File: src/rtl/slc_txreq_link.sv
// CHI link-layer transmitter for the SLC TXREQ channel: link activation FSM,
// L-credit accounting and LCrdReturn generation on deactivation.

package slc_txreq_link_pkg;

  // REQ flit payload as carried on TXREQFLIT.
  typedef struct packed {
    logic [3:0]  qos;
    logic [10:0] tgtid;
    logic [10:0] srcid;
    logic [11:0] txnid;
    logic [10:0] returnnid;
    logic [6:0]  opcode;
    logic [2:0]  size;
    logic [47:0] addr;
    logic        ns;
    logic [1:0]  order;
    logic [3:0]  memattr;
  } reqflit_t;

  localparam logic [6:0] REQ_LCRD_RETURN = 7'h00;

endpackage

module slc_txreq_link
  import slc_txreq_link_pkg::*;
#(
  parameter int unsigned MAX_CRD = 15,
  parameter int unsigned CRD_W   = $clog2(MAX_CRD + 1)
) (
  input  logic             clock,
  input  logic             reset,
  input  logic             link_en,
  input  logic             pin_valid,
  output logic             pin_ready,
  input  reqflit_t         txreq_in,
  output logic             txreq_flitpend,
  output logic             txreq_flitv,
  output reqflit_t         txreq_flit,
  input  logic             txreq_lcrdv,
  output logic             txlinkactivereq,
  input  logic             txlinkactiveack,
  output logic             link_run,
  output logic [CRD_W-1:0] crd_cnt,
  output logic             lcrd_err
);

  typedef enum logic [1:0] {
    ST_STOP       = 2'd0,
    ST_ACTIVATE   = 2'd1,
    ST_RUN        = 2'd2,
    ST_DEACTIVATE = 2'd3
  } state_e;

  state_e           state_q, state_d;
  logic [CRD_W-1:0] crd_q, crd_d;
  logic             flitv_q, flitv_d;
  reqflit_t         flit_q, flit_d;
  logic             req_q, req_d;
  logic             pend_q, pend_d;
  logic             run_q, run_d;
  logic             err_q, err_d;

  logic             crd_nz;
  logic             crd_full;
  logic             send;
  logic             crd_ret;
  logic             consume;
  reqflit_t         lcrd_flit;

  // Credit status and flit handshake decode from the current state.
  assign crd_nz    = (crd_q != '0);
  assign crd_full  = (crd_q == CRD_W'(MAX_CRD));
  assign pin_ready = (state_q == ST_RUN) && link_en && crd_nz;
  assign send      = pin_valid && pin_ready;
  assign crd_ret   = (state_q == ST_DEACTIVATE) && crd_nz;
  assign consume   = send || crd_ret;

  // LCrdReturn flit: opcode ReqLCrdReturn, every other field zero.
  always_comb begin
    lcrd_flit        = '0;
    lcrd_flit.opcode = REQ_LCRD_RETURN;
  end

  // Next state, credit counter and next values of all registered outputs.
  always_comb begin
    state_d = state_q;
    crd_d   = crd_q;
    err_d   = err_q;
    flitv_d = 1'b0;
    flit_d  = flit_q;

    unique case (state_q)
      ST_STOP: begin
        if (link_en) state_d = ST_ACTIVATE;
      end
      ST_ACTIVATE: begin
        // Mid-handshake abort is not allowed, so link_en is not looked at.
        if (txlinkactiveack) state_d = ST_RUN;
      end
      ST_RUN: begin
        if (!link_en) state_d = ST_DEACTIVATE;
      end
      ST_DEACTIVATE: begin
        if (!txlinkactiveack && !crd_nz && !txreq_lcrdv) state_d = ST_STOP;
      end
      default: state_d = ST_STOP;
    endcase

    if (send) begin
      flitv_d = 1'b1;
      flit_d  = txreq_in;
    end else if (crd_ret) begin
      flitv_d = 1'b1;
      flit_d  = lcrd_flit;
    end

    if (txreq_lcrdv) begin
      if (state_q == ST_STOP) begin
        err_d = 1'b1;
      end else if (consume) begin
        crd_d = crd_q;
      end else if (crd_full) begin
        err_d = 1'b1;
      end else begin
        crd_d = crd_q + CRD_W'(1);
      end
    end else if (consume) begin
      crd_d = crd_q - CRD_W'(1);
    end

    req_d  = (state_d == ST_ACTIVATE) || (state_d == ST_RUN);
    pend_d = (state_d == ST_RUN) || (state_d == ST_DEACTIVATE);
    run_d  = (state_d == ST_RUN);
  end

  // State and output registers; reset discards held credits immediately.
  always_ff @(posedge clock or negedge reset) begin
    if (!reset) begin
      state_q <= ST_STOP;
      crd_q   <= '0;
      flitv_q <= 1'b0;
      flit_q  <= '0;
      req_q   <= 1'b0;
      pend_q  <= 1'b0;
      run_q   <= 1'b0;
      err_q   <= 1'b0;
    end else begin
      state_q <= state_d;
      crd_q   <= crd_d;
      flitv_q <= flitv_d;
      flit_q  <= flit_d;
      req_q   <= req_d;
      pend_q  <= pend_d;
      run_q   <= run_d;
      err_q   <= err_d;
    end
  end

  assign txreq_flitpend  = pend_q;
  assign txreq_flitv     = flitv_q;
  assign txreq_flit      = flit_q;
  assign txlinkactivereq = req_q;
  assign link_run        = run_q;
  assign crd_cnt         = crd_q;
  assign lcrd_err        = err_q;

endmodule

File: config.mk
export PLATFORM = sky130hd
export DESIGN_NAME = slc_txreq_link
export DESIGN_NICKNAME = d
export VERILOG_FILES = /design/src/rtl/slc_txreq_link.sv
export SDC_FILE = /design/constraint.sdc
export NUM_CORES = 1
export LEC_CHECK = 0
export ABC_AREA = 1
export BUFFER_PORTS_ARGS = -buffer_cell sky130_fd_sc_hd__buf_2
export CORE_UTILIZATION = 43
export CTS_CLUSTER_SIZE = 8
export DETAILED_ROUTE_END_ITERATION = 8
export GPL_TIMING_DRIVEN = 1
export PLACE_DENSITY = 0.77
export SETUP_SLACK_MARGIN = 0.5
export SLEW_MARGIN = 5
export SYNTH_ARGS = -nofsm -noshare
export SYNTH_HDL_FRONTEND = slang
export SYNTH_SLANG_ARGS = --single-unit
File: constraint.sdc
create_clock -name clock -period 1.5 [get_ports clock]
set_clock_uncertainty 0.15 [all_clocks]
set_input_delay 0.15 -clock clock [delete_from_list [all_inputs] [get_ports clock]]
set_output_delay 0.15 -clock clock [all_outputs]
set_load 0.05 [all_outputs]
==> results.md <==
* Tot GR Track Use at 39.9%
* Setup violations, final at 127
* Vias in the first global route at 7259
* Max_slew headroom at 70.0%
* Clk slew on worst S/H paths at 60 ps
* Core area at 12600 um^2
* Seq/Total Area, Yosys at 55.8%
* Fillcell total at 278
* Sink Count at 124
* Pin count of the biggest net entering global routing at 57
* Final hold viol count at 1
* Period utilization at 147%
* DRC Markers at 0
* Num CTS Buffers at 17
* Final WS setup at -708 ps
* CP arrival at 2400 ps
* Vias per Instance at 6.49
* Final Critical Period at 2210 ps
* Startpoint Class: register
* Cells after synthesis at 582
* Leakage at 6.03 nW
* I/O pin count at 244
* Final HPWL DP at 10300 um
* Max FO, Critical Path at 9
* Iteration-0 DRC count of the detailed router at 996
* Met2 wire length at 16500 um
* Placed standard-cell area at 7140 um^2
* Synth top area cells: dfrtp_1 (56%), nand3_1 (17%), nand3_2 (9.2%)
* Clock latency on the worst-skew pair at 430 ps
* GR Overflow Total at 0
* Routed len/inst at 30.3 um
* Count leader, synth: nand3_1
* Outcome: finished with violations
* Pwr dens at 1710 nW/um^2
* Number of synthesized flops with an enable pin at 0
* Final RePlAce weighted congestion at 0.814
* Post-synth top flop: dfrtp_1
* Port Buf Inserts at 243
* Detailed-routing wirelength on met1 at 11600 um
* Minimum hold slack at -144 ps
* Top layer used by detailed routing: met5
* Starting Density at 44.1%
* Critical Path End Type: register
* Synth top cells by count: nand3_1 (191), nand2_1 (132), dfrtp_1 (124), nand3_2 (51), buf_2 (21)
* Final Power at 20.6 mW
* Post-Route WL at 38200 um
* Asr flop ratio synth at 100%
* Crit Path Class: register to register
* Nets at 1204
* Row cnt at 41
* MaxCap Viol Count at 0
* Finished Cell Area at 12100 um^2
* Via count at 8192
* First-pass GRT wire length at 39300 um
* Hold-fix buffers, CTS at 115
* Hold Path Class: input pin to register
* Die area at 13400 um^2
* Synth Register Bits at 124
* Area growth syn-to-layout at 117%
* Max Buffers Root-to-Sink at 2
* Failing checks: hold timing, setup timing
* WP data required at 1690 ps
* Setup TNS at -42770 ps
* Synth warn at 0
* Max-slew violation count at 0
* ANT nets after route at 0
* 1st-pass router iterations at 8
* Netlist Area Pre-Place at 5560 um^2
* Slew @ Worst Pin at 449 ps
* Syn_nets at 706
* Avg Inst Size Synth at 9.56 um^2
* Top cell type's share of synthesized area at 55.8%
* Synth cell types at 24
* Share of cells above drive strength 1 at 59.2%
* RSZ-0062 raised after global routing: yes
* DIE WIDTH at 116 um
* CTS tree: yes
* Routed length on met3 at 6120 um
* Antenna violations before repair at 4
* Peak VDD IR at 1150 uV
* Area leader, netlist: dfrtp_1
* H-tree depth at 4
* Die span in y at 116 um
* Fmax at 453 MHz
* CTS root buf: clkbuf_16
-- final timing paths --
path	start	to	slack, ps	depth (start not counted)
setup / recovery	crd_cnt[0]	txreq_flit[25]	-710	10
hold / removal	link_en	state_q[0]	-140	3
setup reg to reg	crd_cnt[0]	txreq_flit[25]	-710	10
hold reg to reg	txreq_flit[111]	txreq_flit[111]	420	2
max in group asynchronous	reset	txreq_flit[18]	490	3
min in group asynchronous	reset	txreq_flit[61]	60	2
-- cell families (layout without fill, tap and decap cells) --
| logic type | after synthesis | count (layout) | share of synthesized area (%) |
|---|---|---|---|
| AOI/OAI and AO/OA | 7 | 7 | 0.697 |
| buffers and inverters | 62 | 569 | 6.07 |
| DFF | 124 | 124 | 55.8 |
| and+or+nand+nor | 383 | 383 | 36.1 |
| other | 0 | 2 | 0 |
| adders and majority gates | 4 | 4 | 1.03 |
| xor gates and xnor gates | 2 | 2 | 0.315 |
-- repair_timing --
item | 4_1_cts | 5_1_grt
buffers inserted | 49 | 71
endpoints found under the hold margin | 241 | 1
cloned | 12 | 5
gates resized for setup | 305 | 199
endpoints found under the setup margin | 248 | 248
pin swaps | 31 | 68
-- through the flow --
step           setup slack (ps)  util [%]  hold WS [ps]  instances
6_report                   -708      95.9          -144       1263
5_1_grt                    -758      95.8          -154       1261
4_1_cts                    -245      84.3          -173       1185
3_5_place_dp              -66.9      56.6         -93.1        981
3_3_place_gp              -36.3      56.6         -83.1        981
2_1_floorplan              -140         -          -296        582
-- sequential cells by signal, indices dropped and copies added (netlist names) --
| name | flops |
|---|---|
| state_q | 1 |
| txreq_flitpend | 1 |
| link_run | 1 |
| txreq_flitv | 1 |
| txlinkactivereq | 1 |
| txreq_flit | 114 |
| lcrd_err | 1 |
| crd_cnt | 4 |
-- layer usage --
metal  GRT usage (%)  vias up
li1                -     2994
met1            44.3     3824
met2            63.7      979
met3            16.6      385
met4            25.2       10
met5               0        -
-- final cells by class --
| type | instances | area [um^2] | area share [%] |
|---|---|---|---|
| Inverter | 12 | 45.0 | 0.372 |
| Multi-Input combinational cell | 396 | 3010 | 24.9 |
| Timing Repair Buffer | 529 | 5170 | 42.8 |
| Clock inverter | 3 | 40.0 | 0.331 |
| Sequential cell | 124 | 3120 | 25.8 |
| Tap cell | 172 | 215 | 1.78 |
| Clock buffer | 25 | 485 | 4.01 |
| Antenna cell | 2 | 5.00 | 0.0414 |
-- power by group --
group / internal (mW) / switching [mW]
registers: 4.00 / 0.697
clock network: 2.37 / 1.57
logic: 4.65 / 7.35
-- cells in the final DEF (no fill, tap or decap), types with 4 or more instances in the layout --
master	instances
buf_4	122
buf_6	118
buf_2	117
dlygate4sd3_1	115
dfrtp_1	111
nand3_2	108
nand3_1	102
nand2_1	87
nand2_2	40
nand3_4	32
clkbuf_16	22
buf_12	20
buf_8	17
buf_16	15
dfrtp_2	13
inv_1	10
clkbuf_1	5
nand2_8	4
-- worst max-delay path, cell delays in order (launching register included) --
cell,delay (ps)
dfrtp_2,430
nor2_2,160
nand2_2,90
buf_6,120
buf_8,130
nand3_4,80
buf_12,150
buf_12,140
buf_12,130
nand3_1,280
nand2_1,220
Note: power is estimated with default switching activity, not from simulation.
